File: src/rtl/mux4_scan_ctrl.sv
// rtl/mux4_scan_ctrl.sv - scan controller for a 4:1 mux: select, settle, sample, hand off a 4-bit word
module mux4_scan_ctrl #(
    parameter int unsigned SETTLE = 1
) (
    input  logic       clk,
    input  logic       rst,
    input  logic       start,
    input  logic [3:0] ch_mask,
    output logic       sel1,
    output logic       sel2,
    input  logic       mux_y,
    output logic       busy,
    output logic [3:0] data_out,
    output logic       data_valid,
    input  logic       data_ready
);

    typedef enum logic [1:0] {
        IDLE = 2'd0,
        SCAN = 2'd1,
        HOLD = 2'd2
    } state_t;

    localparam logic [2:0] SETTLE_C = 3'(SETTLE);

    state_t     state_q;
    logic [3:0] mask_q;
    logic [3:0] shadow_q;
    logic [2:0] cnt_q;
    logic [1:0] sel_q;
    logic       busy_q;
    logic [3:0] data_out_q;
    logic       valid_q;

    logic [1:0] first_ch;
    logic [1:0] next_ch;
    logic       next_found;
    logic [3:0] shadow_d;

    assign sel1       = sel_q[1];
    assign sel2       = sel_q[0];
    assign busy       = busy_q;
    assign data_out   = data_out_q;
    assign data_valid = valid_q;

    // Lowest channel enabled in the incoming mask; lowest enabled channel above the current one.
    always_comb begin
        first_ch   = 2'd0;
        next_ch    = 2'd0;
        next_found = 1'b0;
        for (int k = 3; k >= 0; k--) begin
            if (ch_mask[k]) begin
                first_ch = 2'(k);
            end
            if (mask_q[k] && (k > int'(sel_q))) begin
                next_ch    = 2'(k);
                next_found = 1'b1;
            end
        end
    end

    always_comb begin
        shadow_d        = shadow_q;
        shadow_d[sel_q] = mux_y;
    end

    always_ff @(posedge clk) begin
        if (rst) begin
            state_q    <= IDLE;
            mask_q     <= 4'd0;
            shadow_q   <= 4'd0;
            cnt_q      <= 3'd0;
            sel_q      <= 2'd0;
            busy_q     <= 1'b0;
            data_out_q <= 4'd0;
            valid_q    <= 1'b0;
        end else begin
            case (state_q)
                IDLE: begin
                    sel_q <= 2'd0;
                    if (start) begin
                        busy_q <= 1'b1;
                        if (ch_mask != 4'd0) begin
                            mask_q   <= ch_mask;
                            shadow_q <= 4'd0;
                            sel_q    <= first_ch;
                            cnt_q    <= SETTLE_C;
                            state_q  <= SCAN;
                        end else begin
                            data_out_q <= 4'd0;
                            valid_q    <= 1'b1;
                            state_q    <= HOLD;
                        end
                    end
                end
                SCAN: begin
                    if (cnt_q != 3'd0) begin
                        cnt_q <= cnt_q - 3'd1;
                    end else begin
                        shadow_q <= shadow_d;
                        if (next_found) begin
                            sel_q <= next_ch;
                            cnt_q <= SETTLE_C;
                        end else begin
                            // Final sample goes straight to the output so it is not a cycle late.
                            data_out_q <= shadow_d;
                            valid_q    <= 1'b1;
                            sel_q      <= 2'd0;
                            state_q    <= HOLD;
                        end
                    end
                end
                HOLD: begin
                    sel_q <= 2'd0;
                    if (valid_q && data_ready) begin
                        valid_q <= 1'b0;
                        busy_q  <= 1'b0;
                        state_q <= IDLE;
                    end
                end
                default: begin
                    state_q <= IDLE;
                end
            endcase
        end
    end

endmodule

File: config.mk
export PLATFORM = sky130hd
export DESIGN_NAME = mux4_scan_ctrl
export DESIGN_NICKNAME = d
export VERILOG_FILES = /design/src/rtl/mux4_scan_ctrl.sv
export SDC_FILE = /design/constraint.sdc
export NUM_CORES = 1
export LEC_CHECK = 0
export BUFFER_PORTS_ARGS = -buffer_cell sky130_fd_sc_hd__buf_2
export CORE_UTILIZATION = 55
export DETAILED_ROUTE_END_ITERATION = 16
export GPL_ROUTABILITY_DRIVEN = 0
export GPL_TIMING_DRIVEN = 1
export PLACE_DENSITY = 0.77
export SYNTH_ARGS = -nofsm -noshare
export SYNTH_HDL_FRONTEND = slang
export SYNTH_SLANG_ARGS = --single-unit
File: constraint.sdc
create_clock -name clk -period 2.33 [get_ports clk]
set_input_delay 0 -clock clk [delete_from_list [all_inputs] [get_ports clk]]
set_output_delay 0 -clock clk [all_outputs]
set_load 0.05 [all_outputs]
==> results of run 1 <==
-- metal layers --
layer | share of wire, % | track usage, % | vias up
li1 | - | - | 532
met1 | 46 | 33.0 | 489
met2 | 48 | 39.7 | 28
met3 | 5.1 | 5.66 | 0
met4 | 0 | 7.22 | 0
met5 | 0 | 0 | -
-- cell families after synthesis --
logic type | Yosys count | share of synthesized area (%)
flip-flops | 20 | 34.5
buffers and inverters | 13 | 5.28
multiplexers | 6 | 5.39
AO/OA/AOI/OAI | 45 | 30.1
AND/OR/NAND/NOR | 45 | 20.5
adder cells (fa/ha/maj) | 4 | 4.31
-- worst max path at each step --
stage | to | slack (ns)
floorplan | data_valid$_SDFFE_PP0P_ | 0.31
global placement | cnt_q[1]$_SDFFE_PP0P_ | 0.44
detailed placement | cnt_q[1]$_SDFFE_PP0P_ | 0.26
CTS | cnt_q[1]$_SDFFE_PP0P_ | 0.25
global route | cnt_q[1]$_SDFFE_PP0P_ | 0.06
finish | cnt_q[1]$_SDFFE_PP0P_ | 0.20
-- critical path: cells and delay by family (launching register included) --
family / cells / cell delay [ns]
buffers and inverters: 1 / 0.09
flip-flops: 1 / 0.38
AO/OA/AOI/OAI: 3 / 0.68
adder cells (fa/ha/maj): 1 / 0.41
multiplexers: 1 / 0.46
-- state kept, by name (all words and copies together) (netlist names) --
| register | cells |
|---|---|
| cnt_q | 3 |
| mask_q | 3 |
| data_out | 4 |
| data_valid | 1 |
| shadow_q | 4 |
| sel_q | 2 |
| busy | 1 |
| state_q | 2 |
-- through the flow --
stage	setup slack [ns]	instances	area, sq um	hold WS [ns]
detailed placement	0.262	170	1250	0.314
CTS	0.247	177	1310	0.00705
global route	0.0618	177	1310	0.0316
floorplan	0.307	133	1160	0.147
finish	0.199	177	1310	0.0161
global placement	0.440	170	1250	0.309
-- layout by cell type (no fill, tap or decap), types with 3 or more instances in the layout --
cell type	count
nand3_1	8
nand4_1	3
mux2i_1	4
clkbuf_4	3
nand2b_1	3
nor2_1	10
a211oi_1	4
dfxtp_1	20
a21oi_1	17
nand2_1	9
nor2b_1	4
inv_1	5
buf_2	16
dlygate4sd3_1	3
o21ai_0	6
ha_1	4
-- cells in the mapped netlist (all sizes together), types with 2 or more instances --
cell,count
a211oi,4
a21boi,2
a21oi,18
a311oi,2
a31oi,2
buf,5
clkbuf,3
dfxtp,20
ha,4
inv,5
mux2,2
mux2i,4
nand2,9
nand2b,3
nand3,8
nand4,3
nor2,10
nor2b,4
nor4,2
o21ai,6
o41a,2
-- layout make-up --
class / count / area, sq um / share of cell area [%]
well taps: 27 / 33.8 / 2.57
inverters: 5 / 18.8 / 1.43
multi-input cells: 100 / 699 / 53.2
repair buffers: 21 / 125 / 9.52
flip-flops and latches: 20 / 400 / 30.5
clock buffers: 4 / 36.3 / 2.76
-- power by group --
group	leakage, uW	switching [uW]	total, uW	internal [uW]
Combinational	0.000326	474	740	266
Sequential	0.000163	65.6	469	403
Clock	0.0000210	112	207	95.3
Total	0.000510	651	1420	765
-- timing repair --
item	4_1_cts	5_1_grt
hold buffers	3	0
endpoints found under the hold margin	3	0
setup buffers	0	0
==> results.md, run 1 <==
* CTS root buffer: clkbuf_4
* Hold_sp: start
* Num CTS Buffers at 3
* H-tree levels at 1
* Via count at 1,049
* Actual slew at the worst max-slew pin at 0.772 ns
* Final nets at 164
* First-pass GRT wire length at 3.96 mm
* Vias in the first global route at 899
* Crit Path Max Fanout at 10
* Yosys warnings at 0
* Max Cap Viol at 0
* I/O Pins at 17
* CTS Sinks at 20
* Layout area overhead at 13.1%
* Critical Path Start: state_q[1]$_SDFFE_PP0P_
* Register area share after synthesis at 34.5%
* Setup_tns at 0 ns
* Worst setup EP type: flip-flop
* CTS max path bufs at 2
* Startpoint class of the critical path: flip-flop
* Yosys top cell area share at 34.5%
* Max-slew violation count at 0
* RSZ-0062 raised after global routing: no
* # port buffers at 16
* R2r worst-path depth at 6
* Clock network latency to the later pin of the worst-skew pair at 0.31 ns
* Post_cts resized at 0
* Asr flop ratio synth at 0%
* Cell variety after synth at 41
* R2R setup slack at 0.20 ns
* Initial antenna violation count at 0
* Req. time, crit path at 2.53 ns
* Largest net degree at the start of global routing at 22
* Finished Core Util at 66.3%
* EDFF count, synth at 0
* Syn nets at 146
* P_leak at 0.000510 uW
* Die X at 47.9 um
* Die H at 47.9 um
* Clk_skew at 0.0143 ns
* Placeable core area at 1980 sq um
* Critical path class: reg2reg
* Starting Density at 58.6%
* Pre-antenna DRT Iters at 4
* Synthesized area per cell at 8.73 sq um
* Max_slew headroom at 48.5%
* Vias per Instance at 5.93
* Filler cells at 173
* DRT antenna net count at 0
* CTS clock-pin slew for the worst setup and hold paths at 0.13 ns
* GRT Util Overall at 24.7%
* FF-to-FF End: cnt_q[1]$_SDFFE_PP0P_
* Tcrit/Tclk final at 91.5%
* CTS tree: yes
* Ratio of cells with drive above 1 in the final layout at 23.3%
* Final-report hold violation count at 0
* CP arrival at 2.33 ns
* DR DRC count at 0
* Hold WC Path Type: in2reg
* Ant diodes at 0
* Max rail drop VDD at 0.000785 V
* Power Total at 1420 uW
* Crit-path cells: inv_1 -> ha_1 -> mux2i_1 -> a21oi_1 -> a21boi_0 -> a311oi_1
* Post-DP HPWL at 1.81 mm
* Synth Instances at 133
* Post-layout min period at 2.13 ns
* PD cells at 1080 nW/um^2
* Synthesized area at 1160 sq um
* Yosys reg bits at 20
* Status: completed
* DR WL/cell at 14.2 um
* Most used flip-flop cell after synthesis: dfxtp_1
* Starting DRT DRC Count at 18
* Worst r2r src: state_q[1]$_SDFFE_PP0P_
* Hold EP: mask_q[2]$_SDFFE_PP0P_
* Synth top area cells: dfxtp_1, a21oi_1, ha_1
* GRT overflow at 0
* Final setup viols at 0
* Post-synth top area cell: dfxtp_1
* Largest stage delay, worst path at 0.46 ns
* Highest clock rate at 469 MHz
* Routed WL at 2.52 mm
* Critical Path Slowest Stage Cell: mux2i_1
* # rows at 16
* Hold depth at 3
* Full die area at 2300 sq um
No activity file was read; power rests on OpenSTA's default activity.
==> run 2: changes to the inputs <==
--- a/config.mk
+++ b/config.mk
@@ -10,7 +10,7 @@
 export DETAILED_ROUTE_END_ITERATION = 16
 export GPL_ROUTABILITY_DRIVEN = 0
 export GPL_TIMING_DRIVEN = 1
-export PLACE_DENSITY = 0.77
+export PLACE_DENSITY = 0.74
 export SYNTH_ARGS = -nofsm -noshare
 export SYNTH_HDL_FRONTEND = slang
 export SYNTH_SLANG_ARGS = --single-unit
==> results.md, run 2 (synthesis results as in run 1) <==
* Postcts setup bufs at 0 (unchanged)
* Via count at 1,066 (+1.6%)
* CTS tree: yes
* Actual slew at the worst max-slew pin at 0.718 ns (-0.0532 ns)
* DR WL/cell at 14.2 um (-0.21%)
* R2R setup slack at 0.20 ns (about the same)
* Starting DRT DRC Count at 32 (+14)
* Crit path max-delay family: compound AO/OA/AOI/OAI gates
* P_leak at 0.000512 uW (+0.45%)
* Commonest non-fill, non-tap cells in the layout: dfxtp_1, a21oi_1, buf_2, nor2_1, nand2_1
* Layout area overhead at 14.0%
* Final-report hold violation count at 0 (unchanged)
* Max_slew headroom at 52.0% (+3.6 points)
* Clk_skew at 0.00621 ns (-0.00807 ns)
* Placeable core area at 1980 sq um (unchanged)
* PD cells at 1080 nW/um^2 (about the same)
* Max-slew violation count at 0 (unchanged)
* # port buffers at 16 (unchanged)
* CTS clock-pin slew for the worst setup and hold paths at 0.12 ns (about the same)
* Final setup viols at 0 (unchanged)
* Highest clock rate at 470 MHz (+0.21%)
* Final nets at 165 (+0.61%)
* Startpoint class of the critical path: flip-flop
* I/O Pins at 17 (unchanged)
* Starting Density at 58.6% (unchanged)
* # rows at 16 (unchanged)
* Full die area at 2300 sq um (unchanged)
* Status: completed
* Pre-antenna DRT Iters at 4 (unchanged)
* Initial antenna violation count at 0 (unchanged)
* CTS max path bufs at 2 (unchanged)
* Post-layout min period at 2.13 ns (-0.00442 ns)
* CTS root buffer: clkbuf_4
* Setup_tns at 0 ns (unchanged)
* Commonest non-fill, non-tap cell in the layout: dfxtp_1
* Hold WC Path Type: in2reg
* Critical Path Slowest Stage Cell: mux2i_1
* Clock network latency to the later pin of the worst-skew pair at 0.30 ns (about the same)
* Post-DP HPWL at 1.81 mm (about the same)
* Req. time, crit path at 2.54 ns (about the same)
* DRT antenna net count at 0 (unchanged)
* First-pass GRT wire length at 4.16 mm (+5.1%)
* DR DRC count at 0 (unchanged)
* Routed WL at 2.53 mm (+0.36%)
* GRT Util Overall at 26.0% (+1.3 points)
* Crit Path Max Fanout at 10 (unchanged)
* Num CTS Buffers at 3 (unchanged)
* Post_cts resized at 0 (unchanged)
* CP arrival at 2.34 ns (about the same)
* Largest net degree at the start of global routing at 22 (unchanged)
* Pre-CTS WS at 0.235 ns (-0.0264 ns)
* GRT overflow at 0 (unchanged)
* Die H at 47.9 um (unchanged)
* Vias in the first global route at 934 (+3.9%)
* Vias per Instance at 5.99 (+1.0%)
* Ratio of cells with drive above 1 in the final layout at 23.2% (-0.15 points)
* H-tree levels at 1 (unchanged)
* RSZ-0062 raised after global routing: no
* Worst setup EP type: flip-flop
* Ant diodes at 0 (unchanged)
* Max rail drop VDD at 0.000760 V (-3.2%)
* Max Cap Viol at 0 (unchanged)
* CTS Sinks at 20 (unchanged)
* Crit path buffers/inverters at 1 (unchanged)
* Crit-path cells: inv_1 -> ha_1 -> mux2i_1 -> a21oi_1 -> a21boi_0 -> a311oi_1
* Critical path class: reg2reg
* Tcrit/Tclk final at 91.3% (-0.19 points)
* Die X at 47.9 um (unchanged)
* Largest stage delay, worst path at 0.49 ns (+0.03 ns)
* Final WS setup at 0.203 ns (+0.00442 ns)
[run 2: metal layers]
layer,track usage [%],vias up,wire length [um]
li1,-,532,-
met1,35.0,500,1160
met2,41.9,28,1210
met3,4.91,6,131
met4,8.33,0,27
met5,0,-,0
[run 2: worst paths after layout]
path	to	cells after the start	startpoint
setup reg to reg	cnt_q[1]$_SDFFE_PP0P_	6	state_q[0]$_SDFFE_PP0P_
hold / removal	mask_q[2]$_SDFFE_PP0P_	3	start
setup / recovery	cnt_q[1]$_SDFFE_PP0P_	6	state_q[0]$_SDFFE_PP0P_
hold reg to reg	mask_q[1]$_SDFFE_PP0P_	2	mask_q[1]$_SDFFE_PP0P_
[run 2: worst min-delay path, cell delays in order]
cell	delay (ns)
buf_2	0.13
nand3_1	0.09
a21oi_1	0.05
[run 2: layout make-up]
cell class / count / area (sq um)
fillers: 164 / 658
inverters: 5 / 18.8
repair buffers: 22 / 135
clock buffers: 4 / 36.3
flip-flops and latches: 20 / 400
well taps: 27 / 33.8
multi-input cells: 100 / 699
[run 2: per-stage QoR]
stage                     utilization [%]  hold WS, ns  area [sq um]  instances  power, uW
final                                66.8       0.0132          1320        178       1430
after global placement               62.9        0.311          1250        170       1180
after floorplan                         -        0.147          1160        133       1060
after CTS                            66.8      0.00334          1320        178       1430
after detailed placement             62.9        0.315          1250        170       1210
after global routing                 66.8       0.0406          1320        178       1530
[run 2: power breakdown]
group	internal (uW)	leakage, uW	total [uW]	switching (uW)
logic	270	0.000328	755	484
clock network	95.3	0.0000210	203	108
registers	403	0.000163	468	65.4
[run 2: timing repair]
| item | CTS | global route |
|---|---|---|
| hold buffers | 4 | 0 |
| setup endpoints to repair | 0 | 0 |
| endpoints found under the hold margin | 3 | 0 |
==> run 3: changes to the inputs <==
--- a/config.mk
+++ b/config.mk
@@ -10,7 +10,7 @@
 export DETAILED_ROUTE_END_ITERATION = 16
 export GPL_ROUTABILITY_DRIVEN = 0
 export GPL_TIMING_DRIVEN = 1
-export PLACE_DENSITY = 0.74
+export PLACE_DENSITY = 0.77
 export SYNTH_ARGS = -nofsm -noshare
 export SYNTH_HDL_FRONTEND = slang
 export SYNTH_SLANG_ARGS = --single-unit
==> constraint.sdc (replaced) <==
create_clock -name clk -period 2.33 [get_ports clk]
set_input_delay 0.233 -clock clk [delete_from_list [all_inputs] [get_ports clk]]
set_output_delay 0.233 -clock clk [all_outputs]
set_load 0.05 [all_outputs]
==> results.md, run 3 (synthesis results as in run 1) <==
* Post-route insts no fill at 174 (-2.2%)
* DR WL/cell at 13.9 um (-2.0%)
* Die H at 47.9 um (unchanged)
* Final-report hold violation count at 0 (unchanged)
* PD cells at 1100 nW/um^2 (+1.7%)
* Ant diodes at 0 (unchanged)
* Pre-antenna DRT Iters at 4 (unchanged)
* Max-slew violation count at 0 (unchanged)
* Postcts setup bufs at 0 (unchanged)
* Die X at 47.9 um (unchanged)
* Starting Density at 58.6% (unchanged)
* Final setup viols at 0 (unchanged)
* P_leak at 0.000497 uW (-2.9%)
* Post_cts resized at 0 (unchanged)
* Starting DRT DRC Count at 17 (-47%)
* Initial antenna violation count at 0 (unchanged)
* Routed WL at 2.42 mm (-4.2%)
* Status: completed
* Highest clock rate at 474 MHz (+0.82%)
* Setup_tns at 0 ns (unchanged)
* Critical path class: reg2reg
* Hold WC Path Type: in2reg
* Max_slew headroom at 48.8% (-3.2 points)
* Clock network latency to the later pin of the worst-skew pair at 0.30 ns (about the same)
* # port buffers at 16 (unchanged)
* Crit-path cells: inv_1 -> ha_1 -> mux2i_1 -> a21oi_1 -> a21boi_0 -> a311oi_1
* GRT overflow at 0 (unchanged)
* Largest net degree at the start of global routing at 22 (unchanged)
* # rows at 16 (unchanged)
* Commonest non-fill, non-tap cells in the layout: dfxtp_1, a21oi_1, buf_2, nor2_1, nand2_1
* DRT antenna net count at 0 (unchanged)
* Tcrit/Tclk final at 90.5% (-0.74 points)
* CTS max path bufs at 2 (unchanged)
* Layout area overhead at 10.6%
* CTS tree: yes
* Max Cap Viol at 0 (unchanged)
* CP arrival at 2.31 ns (-0.03 ns)
* CTS root buffer: clkbuf_4
* Full die area at 2300 sq um (unchanged)
* CTS clock-pin slew for the worst setup and hold paths at 0.12 ns (about the same)
* CTS Sinks at 20 (unchanged)
* Post-layout min period at 2.11 ns (-0.0174 ns)
* Actual slew at the worst max-slew pin at 0.767 ns (+0.0485 ns)
* Req. time, crit path at 2.53 ns (about the same)
* H-tree levels at 1 (unchanged)
* Placeable core area at 1980 sq um (unchanged)
* Num CTS Buffers at 3 (unchanged)
* Critical Path Slowest Stage Cell: mux2i_1
* GRT Util Overall at 23.9% (-2.1 points)
* Worst setup EP type: flip-flop
* Startpoint class of the critical path: flip-flop
* Hold buffers post-CTS at 0 (-4)
* RSZ-0062 raised after global routing: no
* Largest stage delay, worst path at 0.46 ns (-0.03 ns)
* I/O Pins at 17 (unchanged)
* Vias per Instance at 5.96 (-0.48%)
* Inst Count DP at 170 (unchanged)
* Final nets at 161 (-2.4%)
* Crit Path Max Fanout at 10 (unchanged)
* Max rail drop VDD at 0.000778 V (+2.4%)
* Post-DP HPWL at 1.81 mm (about the same)
* Clk_skew at 0.0118 ns (+0.00557 ns)
* Via count at 1,037 (-2.7%)
* DR DRC count at 0 (unchanged)
* Commonest non-fill, non-tap cell in the layout: dfxtp_1
* Ratio of cells with drive above 1 in the final layout at 23.8% (+0.63 points)
* Vias in the first global route at 863 (-7.6%)
* First-pass GRT wire length at 3.83 mm (-8.0%)
run 3: power by group:
part	switching [uW]	internal, uW	total [uW]
sequential	65.9	403	469
combinational	470	263	733
clock	109	95.3	204
total	645	761	1410
run 3: stage by stage:
stage                     setup slack, ns  total power, uW  hold slack [ns]  util [%]  cell area (sq um)
final                               0.220             1410            0.228      64.8               1280
after global routing               0.0618             1500            0.238      64.8               1280
after CTS                           0.247             1410            0.214      64.8               1280
after detailed placement            0.262             1200            0.461      62.9               1250
after global placement              0.440             1180            0.449      62.9               1250
after floorplan                     0.307             1060            0.380         -               1160
run 3: layer usage:
metal	wire, um	up-vias	GRT usage [%]
met3	92	0	4.53
met2	1170	18	39.2
met1	1160	496	32.6
met5	0	-	0
met4	0	0	5.00
li1	-	523	-
run 3: area by class of cell:
| type | instances | area, sq um |
|---|---|---|
| Multi-Input combinational cell | 100 | 699 |
| Fill cell | 179 | 698 |
| Sequential cell | 20 | 400 |
| Timing Repair Buffer | 18 | 95.1 |
| Clock buffer | 4 | 36.3 |
| Tap cell | 27 | 33.8 |
| Inverter | 5 | 18.8 |
run 3: worst max-delay path, delay by kind of cell, from the launching register on:
kind,cells,cell delay (ns)
flip-flops,1,0.38
multiplexers,1,0.46
adder cells (fa/ha/maj),1,0.41
buffers and inverters,1,0.09
AO/OA/AOI/OAI,3,0.67
run 3: final timing paths:
| check | cells after the start | slack (ns) | endpoint | startpoint |
|---|---|---|---|---|
| worst max-delay path | 6 | 0.22 | cnt_q[1]$_SDFFE_PP0P_ | state_q[1]$_SDFFE_PP0P_ |
| worst min-delay path | 3 | 0.23 | mask_q[3]$_SDFFE_PP0P_ | ch_mask[3] |
| worst max register to register | 6 | 0.22 | cnt_q[1]$_SDFFE_PP0P_ | state_q[1]$_SDFFE_PP0P_ |
| worst min register to register | 2 | 0.47 | mask_q[1]$_SDFFE_PP0P_ | mask_q[1]$_SDFFE_PP0P_ |
